<file path="config.mk">
export PLATFORM = sky130hd
export DESIGN_NAME = nvdla_csb_arb_flat
export DESIGN_NICKNAME = d
export VERILOG_FILES = /design/src/rtl/nvdla_csb_arb_pkg.sv /design/src/rtl/nvdla_csb_arb_if.sv /design/src/rtl/nvdla_csb_arb_id_fifo.sv /design/src/rtl/nvdla_csb_arb.sv /design/src/flat_wrapper.sv
export SDC_FILE = /design/constraint.sdc
export NUM_CORES = 1
export LEC_CHECK = 0
export ABC_CLOCK_PERIOD_IN_PS = 2600
export CORE_AREA = 2 2 101 103
export DETAILED_ROUTE_END_ITERATION = 6
export DIE_AREA = 0 0 103 105
export PLACE_DENSITY_LB_ADDON = 0.15
export SLEW_MARGIN = 20
export SYNTH_ARGS = -nofsm -noshare
export SYNTH_HDL_FRONTEND = slang
export SYNTH_SLANG_ARGS = --single-unit
</file>
<file path="constraint.sdc">
create_clock -name pclk -period 2.6 [get_ports pclk]
set_input_delay 0.52 -clock pclk [delete_from_list [all_inputs] [get_ports pclk]]
set_output_delay 0.52 -clock pclk [all_outputs]
set_load 0.02 [all_outputs]
</file>
<file path="src/rtl/nvdla_csb_arb_pkg.sv">
// Shared types and widths for the NVDLA CSB two-requester arbiter.
package nvdla_csb_pkg;

    localparam int CSB_AW = 16;
    localparam int CSB_DW = 32;

    typedef struct packed {
        logic [CSB_AW-1:0] addr;
        logic [CSB_DW-1:0] wdat;
        logic              write;
        logic              nposted;
    } csb_req_t;

    typedef struct packed {
        logic id;
        logic is_read;
    } csb_rid_t;

    // Reads and non-posted writes expect a response and occupy an ID slot.
    function automatic logic needs_track(input csb_req_t r);
        return !r.write || r.nposted;
    endfunction

endpackage

</file>
<file path="src/rtl/nvdla_csb_arb_if.sv">
// Bundle of requester, core-request and core-response signals around the arbiter.
interface nvdla_csb_arb_if;
    import nvdla_csb_pkg::*;

    logic              m0_valid, m0_ready, m0_write, m0_nposted;
    logic [CSB_AW-1:0] m0_addr;
    logic [CSB_DW-1:0] m0_wdat;
    logic              m0_rvalid, m0_wr_complete;
    logic [CSB_DW-1:0] m0_rdata;

    logic              m1_valid, m1_ready, m1_write, m1_nposted;
    logic [CSB_AW-1:0] m1_addr;
    logic [CSB_DW-1:0] m1_wdat;
    logic              m1_rvalid, m1_wr_complete;
    logic [CSB_DW-1:0] m1_rdata;

    logic              csb2nvdla_valid, csb2nvdla_ready;
    logic [CSB_AW-1:0] csb2nvdla_addr;
    logic [CSB_DW-1:0] csb2nvdla_wdat;
    logic              csb2nvdla_write, csb2nvdla_nposted;

    logic              nvdla2csb_valid, nvdla2csb_wr_complete;
    logic [CSB_DW-1:0] nvdla2csb_data;

    logic              resp_err;

    modport slave (
        input  m0_valid, m0_addr, m0_wdat, m0_write, m0_nposted,
        input  m1_valid, m1_addr, m1_wdat, m1_write, m1_nposted,
        output m0_ready, m0_rvalid, m0_rdata, m0_wr_complete,
        output m1_ready, m1_rvalid, m1_rdata, m1_wr_complete,
        output csb2nvdla_valid, csb2nvdla_addr, csb2nvdla_wdat, csb2nvdla_write, csb2nvdla_nposted,
        input  csb2nvdla_ready,
        input  nvdla2csb_valid, nvdla2csb_data, nvdla2csb_wr_complete,
        output resp_err
    );

    modport master (
        output m0_valid, m0_addr, m0_wdat, m0_write, m0_nposted,
        output m1_valid, m1_addr, m1_wdat, m1_write, m1_nposted,
        input  m0_ready, m0_rvalid, m0_rdata, m0_wr_complete,
        input  m1_ready, m1_rvalid, m1_rdata, m1_wr_complete,
        input  csb2nvdla_valid, csb2nvdla_addr, csb2nvdla_wdat, csb2nvdla_write, csb2nvdla_nposted,
        output csb2nvdla_ready,
        output nvdla2csb_valid, nvdla2csb_data, nvdla2csb_wr_complete,
        input  resp_err
    );

endinterface

</file>
<file path="src/rtl/nvdla_csb_arb_id_fifo.sv">
// In-order FIFO of {requester id, is_read} for outstanding response-bearing requests.
module nvdla_csb_id_fifo
    import nvdla_csb_pkg::*;
#(
    parameter int DEPTH = 4
) (
    input  logic     pclk,
    input  logic     prst,
    input  logic     push,
    input  csb_rid_t push_data,
    input  logic     pop,
    output csb_rid_t head,
    output logic     full,
    output logic     empty
);

    localparam int PW = $clog2(DEPTH);

    csb_rid_t        mem_q [DEPTH];
    csb_rid_t        mem_d [DEPTH];
    logic [PW-1:0]   wr_ptr_q, wr_ptr_d, rd_ptr_q, rd_ptr_d;
    logic [PW:0]     cnt_q, cnt_d;
    logic            do_push, do_pop;

    assign full    = (cnt_q == (PW+1)'(DEPTH));
    assign empty   = (cnt_q == '0);
    assign head    = mem_q[rd_ptr_q];
    assign do_push = push & ~full;
    assign do_pop  = pop & ~empty;

    always_comb begin
        mem_d    = mem_q;
        wr_ptr_d = wr_ptr_q;
        rd_ptr_d = rd_ptr_q;
        cnt_d    = cnt_q;
        if (do_push) begin
            mem_d[wr_ptr_q] = push_data;
            wr_ptr_d        = wr_ptr_q + PW'(1);
        end
        if (do_pop) begin
            rd_ptr_d = rd_ptr_q + PW'(1);
        end
        case ({do_push, do_pop})
            2'b10:   cnt_d = cnt_q + (PW+1)'(1);
            2'b01:   cnt_d = cnt_q - (PW+1)'(1);
            default: cnt_d = cnt_q;
        endcase
    end

    always_ff @(posedge pclk or posedge prst) begin
        if (prst) begin
            wr_ptr_q <= '0;
            rd_ptr_q <= '0;
            cnt_q    <= '0;
        end else begin
            wr_ptr_q <= wr_ptr_d;
            rd_ptr_q <= rd_ptr_d;
            cnt_q    <= cnt_d;
        end
    end

    for (genvar gi = 0; gi < DEPTH; gi++) begin : g_entry
        always_ff @(posedge pclk or posedge prst) begin
            if (prst) mem_q[gi] <= '0;
            else      mem_q[gi] <= mem_d[gi];
        end
    end

endmodule

</file>
<file path="src/rtl/nvdla_csb_arb.sv">
// Round-robin arbiter of two CSB requesters onto the NVDLA core port, with
// grant lock under backpressure and in-order response routing.
module nvdla_csb_arb
    import nvdla_csb_pkg::*;
#(
    parameter int DEPTH = 4
) (
    input  logic               pclk,
    input  logic               prst,
    nvdla_csb_arb_if.slave     bus
);

    csb_req_t req0, req1, gnt_req;
    logic     track0, track1, elig0, elig1;
    logic     gnt, gnt_valid, issue_ok, hs;
    logic     rr_q, rr_d, lock_vld_q, lock_vld_d, lock_id_q, lock_id_d;
    logic     resp_err_q, resp_err_d;
    logic     fifo_full, fifo_empty, fifo_push, fifo_pop, resp_any, type_bad;
    csb_rid_t fifo_head, push_rid;

    always_comb begin
        req0   = '{addr: bus.m0_addr, wdat: bus.m0_wdat, write: bus.m0_write, nposted: bus.m0_nposted};
        req1   = '{addr: bus.m1_addr, wdat: bus.m1_wdat, write: bus.m1_write, nposted: bus.m1_nposted};
        track0 = needs_track(req0);
        track1 = needs_track(req1);
        elig0  = bus.m0_valid & (~track0 | ~fifo_full);
        elig1  = bus.m1_valid & (~track1 | ~fifo_full);
        if (lock_vld_q)         gnt = lock_id_q;
        else if (elig0 & elig1) gnt = rr_q;
        else                    gnt = elig1;
        gnt_req   = gnt ? req1 : req0;
        gnt_valid = gnt ? bus.m1_valid : bus.m0_valid;
        // Full is judged on the pre-pop count so ready never depends on a response.
        issue_ok  = ~prst & (~needs_track(gnt_req) | ~fifo_full);
    end

    assign bus.csb2nvdla_valid   = gnt_valid & issue_ok;
    assign bus.csb2nvdla_addr    = gnt_req.addr;
    assign bus.csb2nvdla_wdat    = gnt_req.wdat;
    assign bus.csb2nvdla_write   = gnt_req.write;
    assign bus.csb2nvdla_nposted = gnt_req.nposted;
    assign bus.m0_ready          = bus.csb2nvdla_ready & ~gnt & issue_ok;
    assign bus.m1_ready          = bus.csb2nvdla_ready &  gnt & issue_ok;
    assign hs                    = bus.csb2nvdla_valid & bus.csb2nvdla_ready;

    assign fifo_push = hs & needs_track(gnt_req);
    assign push_rid  = '{id: gnt, is_read: ~gnt_req.write};
    assign resp_any  = bus.nvdla2csb_valid | bus.nvdla2csb_wr_complete;
    assign fifo_pop  = resp_any & ~fifo_empty;
    assign type_bad  = fifo_head.is_read ? bus.nvdla2csb_wr_complete : bus.nvdla2csb_valid;

    assign bus.m0_rvalid      = fifo_pop & ~fifo_head.id & bus.nvdla2csb_valid;
    assign bus.m1_rvalid      = fifo_pop &  fifo_head.id & bus.nvdla2csb_valid;
    assign bus.m0_wr_complete = fifo_pop & ~fifo_head.id & bus.nvdla2csb_wr_complete;
    assign bus.m1_wr_complete = fifo_pop &  fifo_head.id & bus.nvdla2csb_wr_complete;
    assign bus.m0_rdata       = bus.nvdla2csb_data;
    assign bus.m1_rdata       = bus.nvdla2csb_data;
    assign bus.resp_err       = resp_err_q;

    always_comb begin
        rr_d       = hs ? ~gnt : rr_q;
        lock_vld_d = lock_vld_q;
        lock_id_d  = lock_id_q;
        if (bus.csb2nvdla_valid & ~bus.csb2nvdla_ready) begin
            lock_vld_d = 1'b1;
            lock_id_d  = gnt;
        end else if (hs) begin
            lock_vld_d = 1'b0;
        end
        resp_err_d = resp_err_q | (resp_any & fifo_empty) | (fifo_pop & type_bad);
    end

    always_ff @(posedge pclk or posedge prst) begin
        if (prst) begin
            rr_q       <= 1'b0;
            lock_vld_q <= 1'b0;
            lock_id_q  <= 1'b0;
            resp_err_q <= 1'b0;
        end else begin
            rr_q       <= rr_d;
            lock_vld_q <= lock_vld_d;
            lock_id_q  <= lock_id_d;
            resp_err_q <= resp_err_d;
        end
    end

    nvdla_csb_id_fifo #(.DEPTH(DEPTH)) u_id_fifo (
        .pclk      (pclk),
        .prst      (prst),
        .push      (fifo_push),
        .push_data (push_rid),
        .pop       (fifo_pop),
        .head      (fifo_head),
        .full      (fifo_full),
        .empty     (fifo_empty)
    );

endmodule

</file>
<file path="src/flat_wrapper.sv">
// flat-port wrapper written by rule: the top's interface ports become plain ports
module nvdla_csb_arb_flat import nvdla_csb_pkg::*;
#(
    parameter int DEPTH = 4
)
  (pclk, prst, bus_m0_valid, bus_m0_addr, bus_m0_wdat, bus_m0_write, bus_m0_nposted, bus_m1_valid, bus_m1_addr, bus_m1_wdat, bus_m1_write, bus_m1_nposted, bus_m0_ready, bus_m0_rvalid, bus_m0_rdata, bus_m0_wr_complete, bus_m1_ready, bus_m1_rvalid, bus_m1_rdata, bus_m1_wr_complete, bus_csb2nvdla_valid, bus_csb2nvdla_addr, bus_csb2nvdla_wdat, bus_csb2nvdla_write, bus_csb2nvdla_nposted, bus_csb2nvdla_ready, bus_nvdla2csb_valid, bus_nvdla2csb_data, bus_nvdla2csb_wr_complete, bus_resp_err);
  nvdla_csb_arb_if bus_i ();
  input  logic pclk;
  input  logic prst;
  input wire logic [$bits(bus_i.m0_valid)-1:0] bus_m0_valid;
  input wire logic [$bits(bus_i.m0_addr)-1:0] bus_m0_addr;
  input wire logic [$bits(bus_i.m0_wdat)-1:0] bus_m0_wdat;
  input wire logic [$bits(bus_i.m0_write)-1:0] bus_m0_write;
  input wire logic [$bits(bus_i.m0_nposted)-1:0] bus_m0_nposted;
  input wire logic [$bits(bus_i.m1_valid)-1:0] bus_m1_valid;
  input wire logic [$bits(bus_i.m1_addr)-1:0] bus_m1_addr;
  input wire logic [$bits(bus_i.m1_wdat)-1:0] bus_m1_wdat;
  input wire logic [$bits(bus_i.m1_write)-1:0] bus_m1_write;
  input wire logic [$bits(bus_i.m1_nposted)-1:0] bus_m1_nposted;
  output wire logic [$bits(bus_i.m0_ready)-1:0] bus_m0_ready;
  output wire logic [$bits(bus_i.m0_rvalid)-1:0] bus_m0_rvalid;
  output wire logic [$bits(bus_i.m0_rdata)-1:0] bus_m0_rdata;
  output wire logic [$bits(bus_i.m0_wr_complete)-1:0] bus_m0_wr_complete;
  output wire logic [$bits(bus_i.m1_ready)-1:0] bus_m1_ready;
  output wire logic [$bits(bus_i.m1_rvalid)-1:0] bus_m1_rvalid;
  output wire logic [$bits(bus_i.m1_rdata)-1:0] bus_m1_rdata;
  output wire logic [$bits(bus_i.m1_wr_complete)-1:0] bus_m1_wr_complete;
  output wire logic [$bits(bus_i.csb2nvdla_valid)-1:0] bus_csb2nvdla_valid;
  output wire logic [$bits(bus_i.csb2nvdla_addr)-1:0] bus_csb2nvdla_addr;
  output wire logic [$bits(bus_i.csb2nvdla_wdat)-1:0] bus_csb2nvdla_wdat;
  output wire logic [$bits(bus_i.csb2nvdla_write)-1:0] bus_csb2nvdla_write;
  output wire logic [$bits(bus_i.csb2nvdla_nposted)-1:0] bus_csb2nvdla_nposted;
  input wire logic [$bits(bus_i.csb2nvdla_ready)-1:0] bus_csb2nvdla_ready;
  input wire logic [$bits(bus_i.nvdla2csb_valid)-1:0] bus_nvdla2csb_valid;
  input wire logic [$bits(bus_i.nvdla2csb_data)-1:0] bus_nvdla2csb_data;
  input wire logic [$bits(bus_i.nvdla2csb_wr_complete)-1:0] bus_nvdla2csb_wr_complete;
  output wire logic [$bits(bus_i.resp_err)-1:0] bus_resp_err;
  assign bus_i.m0_valid = bus_m0_valid;
  assign bus_i.m0_addr = bus_m0_addr;
  assign bus_i.m0_wdat = bus_m0_wdat;
  assign bus_i.m0_write = bus_m0_write;
  assign bus_i.m0_nposted = bus_m0_nposted;
  assign bus_i.m1_valid = bus_m1_valid;
  assign bus_i.m1_addr = bus_m1_addr;
  assign bus_i.m1_wdat = bus_m1_wdat;
  assign bus_i.m1_write = bus_m1_write;
  assign bus_i.m1_nposted = bus_m1_nposted;
  assign bus_m0_ready = bus_i.m0_ready;
  assign bus_m0_rvalid = bus_i.m0_rvalid;
  assign bus_m0_rdata = bus_i.m0_rdata;
  assign bus_m0_wr_complete = bus_i.m0_wr_complete;
  assign bus_m1_ready = bus_i.m1_ready;
  assign bus_m1_rvalid = bus_i.m1_rvalid;
  assign bus_m1_rdata = bus_i.m1_rdata;
  assign bus_m1_wr_complete = bus_i.m1_wr_complete;
  assign bus_csb2nvdla_valid = bus_i.csb2nvdla_valid;
  assign bus_csb2nvdla_addr = bus_i.csb2nvdla_addr;
  assign bus_csb2nvdla_wdat = bus_i.csb2nvdla_wdat;
  assign bus_csb2nvdla_write = bus_i.csb2nvdla_write;
  assign bus_csb2nvdla_nposted = bus_i.csb2nvdla_nposted;
  assign bus_i.csb2nvdla_ready = bus_csb2nvdla_ready;
  assign bus_i.nvdla2csb_valid = bus_nvdla2csb_valid;
  assign bus_i.nvdla2csb_data = bus_nvdla2csb_data;
  assign bus_i.nvdla2csb_wr_complete = bus_nvdla2csb_wr_complete;
  assign bus_resp_err = bus_i.resp_err;
  nvdla_csb_arb #(.DEPTH(DEPTH)) u_core (.pclk(pclk), .prst(prst), .bus(bus_i));
endmodule
</file>
---- After elaboration in Yosys (flattened, before gate mapping) ----
Index checks and enable logic that the tools add are counted.
storage, ports and cells
  word-level logic and storage cells ...... 90
  output and inout port bits .............. 122
  input bits .............................. 139
  flip-flop bits (word level) ............. 19
cells by class
  bitwise logic cells ..................... 41
  add/sub/neg operators ................... 4
  muxes and demuxes ....................... 14
  reduce and logical (&&, ||, !) cells .... 10
  equality and inequality tests ........... 3
  $lt $le $gt $ge ......................... 3
operator list
  cell                   number
  $mux W50               1
  $and A1 B1 Y1          23
  $not A1 Y1             10
  $bwmux W8              1
  $ge A3 B3 Y1 const B   2
  $mux W1                6
  $mux W2                3
  $not A2 Y3             2
  $or A1 B1 Y1           6
  $pmux W3 S2            1
  $add A2 B1 Y2 const B  2
  $bmux W2 S2            1
  $demux W2 S2           1
  $reduce_bool A2 Y1     2
  $add A3 B1 Y3 const B  1
  $eq A3 B3 Y1 const B   1
  $logic_not A1 Y1       3
  $logic_not A3 Y1       1
  $logic_or A1 B1 Y1     3
  $lt A3 B1 Y1 const B   1
  $sub A3 B1 Y3 const B  1
  $eq A2 B1 Y1 const B   1
  $eq A2 B2 Y1 const B   1
  $logic_and A1 B1 Y1    1

---- Logic depth before layout (Yosys ltp) ----
  word-level depth ........................ 20
  mapped depth ............................ 11
  gate-level depth less buffers ........... 11

---- Cells and area by module ----
A second synthesis with hierarchy kept.
second synthesis, totals
  cell total of the unflattened synthesis .. 221
  area, all modules ....................... 2,207.1 um^2
modules (own cells, without submodules)
  module             times used  seq. area each (um^2)  area each (um^2)  cells each
  nvdla_csb_arb      1           100.1                  1,432.6           162
  nvdla_csb_id_fifo  1           375.4                  774.5             59

---- Worst setup path after synthesis ----
Ideal clock, no wire load.
  kind .................................... register -> register
  from .................................... register u_core.u_id_fifo.cnt_q[0]
  to ...................................... register u_core.u_id_fifo.cnt_q[2]
  clock period less this slack ............ 2.514 ns
  buffers on the path ..................... 0
  library setup time ...................... 0.079 ns
  slack ................................... 0.086 ns
  stages on the path, launching flop included .. 12
  arrival time ............................ 2.435 ns
  data required time ...................... 2.521 ns
  cells stage by stage .................... dfrtp_1 > or3b_4 > o21ai_1 > o21a_1 > nor3b_2 > inv_1 > ha_1 > inv_1 > fa_1 > xor2_1 > nor2_1 > xor2_1
on the way
  word-level cells in the longest chain between the ends .. 19
  elaborated cells on any way between the ends .. 30
  those cells by class .................... 2 x add/sub; 3 x eq/ne; 5 x mux; 16 x bitwise; 4 x reduce/logical
ends and longest elaborated chain
  what                                                      line                                      text
  start: declaration                                        nvdla_csb_arb_id_fifo.sv:22               logic [PW:0] cnt_q, cnt_d;
  start signal: assignment                                  nvdla_csb_arb_id_fifo.sv:58               cnt_q <= cnt_d;
  $eq A3 B3 Y1                                              nvdla_csb_arb_id_fifo.sv:25               assign full = (cnt_q == (PW+1)'(DEPTH));
  $not A1 Y1                                                -
  $or A1 B1 Y1, on equally long branches                    nvdla_csb_arb.sv:26, nvdla_csb_arb.sv:27
  $and A1 B1 Y1, on equally long branches                   nvdla_csb_arb.sv:26, nvdla_csb_arb.sv:27
  $and A1 B1 Y1                                             nvdla_csb_arb.sv:29                       else if (elig0 & elig1) gnt = rr_q;
  $mux W1                                                   nvdla_csb_arb.sv:29
  $mux W1                                                   nvdla_csb_arb.sv:28                       if (lock_vld_q) gnt = lock_id_q;
  $mux W50                                                  nvdla_csb_arb.sv:31                       gnt_req = gnt ? req1 : req0;
  (+3 left out)                                             -
  $or A1 B1 Y1                                              nvdla_csb_arb.sv:34                       issue_ok = ~prst & (~needs_track(gnt_req) | ~fifo_full);
  $and A1 B1 Y1                                             nvdla_csb_arb.sv:34
  $and A1 B1 Y1                                             nvdla_csb_arb.sv:37                       assign bus.csb2nvdla_valid = gnt_valid & issue_ok;
  $and A1 B1 Y1                                             nvdla_csb_arb.sv:44                       assign hs = bus.csb2nvdla_valid & bus.csb2nvdla_ready;
  $and A1 B1 Y1                                             nvdla_csb_arb.sv:46                       assign fifo_push = hs & needs_track(gnt_req);
  $and A1 B1 Y1                                             nvdla_csb_arb_id_fifo.sv:28               assign do_push = push & ~full;
  $eq A2 B1 Y1 / $eq A2 B2 Y1 (equally long branches)       nvdla_csb_arb_id_fifo.sv:43               case ({do_push, do_pop})
  $pmux W3 S2 / $reduce_bool A2 Y1 (equally long branches)  -
Several ways; a longest one is shown, not always the timed one.
A chain may end at the register's enable or synchronous reset.

---- Worst setup path in the final report ----
  from .................................... register u_core.u_id_fifo.cnt_q[0]
  to ...................................... output bus_csb2nvdla_wdat[21]
on the way
  word-level cells in the longest chain between the ends .. 8
  elaborated cells on any way between the ends .. 10
  those cells by class .................... 1 x eq/ne; 3 x mux; 6 x bitwise
ends and longest elaborated chain
  what                                     line                                      text
  $eq A3 B3 Y1 *                           nvdla_csb_arb_id_fifo.sv:25
  $not A1 Y1 *                             nvdla_csb_arb.sv:26, nvdla_csb_arb.sv:27
  $or A1 B1 Y1, on equally long branches   nvdla_csb_arb.sv:26, nvdla_csb_arb.sv:27
  $and A1 B1 Y1, on equally long branches  nvdla_csb_arb.sv:26, nvdla_csb_arb.sv:27
  $and A1 B1 Y1                            nvdla_csb_arb.sv:29
  $mux W1 *                                nvdla_csb_arb.sv:29
  $mux W1 *                                nvdla_csb_arb.sv:28
  $mux W50 *                               nvdla_csb_arb.sv:31
  end: declaration                         flat_wrapper.sv:30                        output wire logic [$bits(bus_i.csb2nvdla_wdat)-1:0] bus_csb2nvdla_wdat;
Every way passes the cells marked *; elsewhere a longest branch is shown, timed or not.

==> summary.md <==
| Metric | Value |
|---|---|
| Mux share of post-synthesis cell area | `33.3%` |
| Critical path fanouts, max | `13` |
| Worst vdd ir | `0.466 mV` |
| Detail Placement HPWL | `8040 um` |
| Placer Congestion | `0.789` |
| Hold Crit Depth | `1` |
| Hold_sp | `u_core.bus.resp_err` |
| Routed len/inst | `19.3 um` |
| Share of cells above drive strength 1 | `49.7%` |
| Row cnt | `36` |
| Synth Register Bits | `19` |
| DR vias | `between 2,000 and 2,500` |
| Number of fill cells | `999` |
| CP arrival | `2.28 ns` |
| CTS tree | `yes` |
| First drt pass iteration count | `4` |
| Setup crit end kind | `output port` |
| Final worst setup slack | `-0.196 ns` |
| Min Clock Period, post-route | `about 2.8 ns` |
| Sink Count | `19` |
| Synth Area in Compound Gates | `5.46%` |
| DR iter-0 viols | `58` |
| Multi-input gate area | `1370 um2` |
| Main combinational cell family by area after synthesis | `multiplexers` |
| Failing checks | `setup timing` |
| Final nets | `506` |
| Clock latency on the worst-skew pair | `0.25 ns` |
| Final hold vios | `0` |
| Synth Area in XOR/XNOR | `2.37%` |
| Final worst-path cycle share | `108%` |
| Initial antenna violation count | `0` |
| Cts hold-fix bufs | `0` |
| Synth Area in Adders | `3.72%` |
| Global-route wire length before repair | `13,200 um` |
| Core ar. | `9640 um2` |
| Placed Area | `about 3700 um2` |
| I/O pins | `261` |
| R2R setup slack | `-0.03 ns` |
| Slew Viols, Final | `0` |
| Worst-path cell chain | `or3b_4 > o211a_4 > o21ai_4 > buf_12 > buf_16 > mux2_2 > buf_2` |
| Gr ovfl total | `0` |
| Reg2reg path depth | `13` |
| Req. time, crit path | `2.08 ns` |
| Largest net degree at the start of global routing | `20` |
| Top_reg_cell synth | `dfrtp_1` |
| Gate Count Post-Synth | `between 200 and 250` |
| FF-to-FF Start | `u_core.u_id_fifo.cnt_q[0]` |
| Relative slew slack | `80.5%` |
| Worst reg2reg path endpoint | `u_core.u_id_fifo.cnt_q[2]` |
| Slew @ Worst Pin | `0.290 ns` |
| Worst Skew | `0.00510 ns` |
| Number of global-route vias before repair | `2,244` |
| Simple-gate share of the synthesized area | `9.01%` |
| Fin area | `3990 um2` |
| Setup violations, final | `52` |
| Initial Util | `between 20% and 30%` |
| Worst path max stage delay | `0.41 ns` |
| Area Overhead vs Synth | `79.7%` |
| Vias per inst | `4.21` |
| Kind of critical path | `reg2out` |
| CTS Buf Count | `3` |
| Cell with the most instances after synthesis | `buf_4` |
| Antenna Cells | `0` |
| Pleak | `between 0.0015 and 0.002 uW` |
| Highest Clock Rate | `358 MHz` |
| Final WL | `approximately 9500 um` |
| Clock transition at path regs | `roughly 0.070 ns` |
| Commonest cells post-synth | `buf_4, mux2_2, dfrtp_1` |
| Status | `complete, but fails checks` |
| Mapped Nets | `370` |
| Number of synthesized flops with an enable pin | `0` |
| Final core utilization | `41.4%` |
| FF/Latch Area | `477 um2` |
| Critical path's slowest cell | `or3b_4` |
| Die Ht | `105 um` |
| I/O Buffers | `164` |
| Area contributors post-synth | `mux2_2, buf_4, dfrtp_1, ha_1, mux4_2` |
| Hold Crit Class | `reg2reg` |
| Setup TNS | `-8.11 ns` |
| Die width | `103 um` |
| CTS Buffer Depth | `2` |
| Total die area | `about 11,000 um2` |
| Crit path launch type | `register` |
| Cell area after synthesis | `2220 um2` |
| Share of the yosys chip area belonging to registers | `21.4%` |
| Post-DRT Antenna Nets | `0` |
| Root Driver | `clkbuf_8` |
| P per Cell Area | `about 950 nW/um2` |
| Clock H-tree levels | `1` |
| Yosys cell types | `34` |
| Drt drc | `0` |
| Worst Hold Path EP | `u_core.bus.resp_err` |
| Avg Cell Area, Syn | `9.87 um2` |
| Max cap viols | `0` |
| Global Route Usage Sum | `between 15 and 20%` |
| Leading area contributor after synthesis | `mux2_2` |
| RSZ-0062 raised after global routing | `yes` |
| Share of Yosys cell area claimed by the top area cell type | `between 20 and 30%` |
| Ys async rst share | `100%` |
| YS warnings | `0` |
==> per-layer routing <==
layer	GRT usage [%]	routed length, um	part of all wire [%]	vias up
met5	0	0	0	-
met4	2.44	46	0.48	0
met3	5.15	956	10	4
met2	31.0	5130	54	121
met1	17.9	3390	36	970
li1	-	-	-	981
==> worst max path at each step <==
stage	from	to	depth (start not counted)
detailed placement	bus_m1_valid	bus_csb2nvdla_addr[10]	7
global route	u_core.u_id_fifo.cnt_q[0]	bus_csb2nvdla_wdat[21]	7
floorplan	u_core.u_id_fifo.cnt_q[0]	u_core.u_id_fifo.cnt_q[2]	11
CTS	u_core.u_id_fifo.cnt_q[0]	bus_csb2nvdla_wdat[21]	7
global placement	bus_m1_valid	bus_csb2nvdla_addr[10]	7
finish	u_core.u_id_fifo.cnt_q[0]	bus_csb2nvdla_wdat[21]	7
==> where the power goes <==
part	internal (uW)	switching [uW]	leakage, uW	total [uW]
Clock	106	94.9	0.0000255	201
Combinational	1680	1370	0.00155	3050
Sequential	438	98.1	0.000226	536
==> cells by family (layout without fill, tap and decap cells) <==
logic type | count (synthesis) | after routing
buffers and inverters | 79 | 214
muxes | 64 | 64
and+or+nand+nor | 35 | 35
DFF | 19 | 19
AOI/OAI and AO/OA | 16 | 16
adders and majority gates | 6 | 6
xor gates and xnor gates | 6 | 6
==> layout by cell type (no fill, tap or decap), drive strengths merged <==
master         instances
dfrtp                 19
nor2b                  4
dlymetal6s2s           3
o21a                   2
a21bo                  1
nor3                   6
xor2                   3
a21oi                  2
fa                     1
xnor2                  3
o211a                  2
clkinv                 1
buf                   90
mux2                  59
ha                     5
a21boi                 1
o22ai                  1
mux2i                  3
o2111ai                1
and3                   4
clkdlybuf4s50        105
or3                    1
mux4                   2
o21bai                 1
a2bb2oi                1
nand2                 11
dlygate4sd2            3
clkbuf                 3
nor2                   6
and2                   1
o21ai                  3
a221oi                 1
inv                    9
nor3b                  1
or3b                   1
==> sequential cells by signal (all words and copies together), names as in the netlist <==
| register | flops |
|---|---|
| u_core.u_id_fifo.mem_q | 8 |
| u_core.lock_vld_q | 1 |
| u_core.lock_id_q | 1 |
| u_core.u_id_fifo.cnt_q | 3 |
| u_core.bus.resp_err | 1 |
| u_core.rr_q | 1 |
| u_core.u_id_fifo.wr_ptr_q | 2 |
| u_core.u_id_fifo.rd_ptr_q | 2 |
==> critical path, delay by kind of cell, from the launching register on <==
kind	cells	cell delay (ns)
mux	1	0.34
compound gates	2	0.41
flops	1	0.37
simple gates	1	0.41
buf+inv	3	0.47
==> area by class of cell <==
| class | instances | area share [%] |
|---|---|---|
| flip-flops and latches | 19 | 11.9 |
| clock buffers | 3 | 1.03 |
| repair buffers | 201 | 47.6 |
| clock inverters | 1 | 0.125 |
| multi-input cells | 127 | 34.3 |
| inverters | 9 | 0.847 |
| well taps | 133 | 4.17 |
==> timing repair <==
action	CTS	global route
endpoints found under the setup margin	55	59
buffers inserted	5	4
gates resized for setup	295	23
pin swaps	6	5
cloned	2	0
==> per-stage QoR <==
step	worst slack [ns]	hold WS, ns	power (uW)	cells
2_1_floorplan	0.0862	0.469	2180	225
3_3_place_gp	-0.788	0.485	3200	478
3_5_place_dp	-0.742	0.493	3220	478
4_1_cts	-0.231	0.513	3730	489
5_1_grt	-0.262	0.526	4040	493
6_report	-0.196	0.503	3790	493
(Power assumes the default switching activity.)
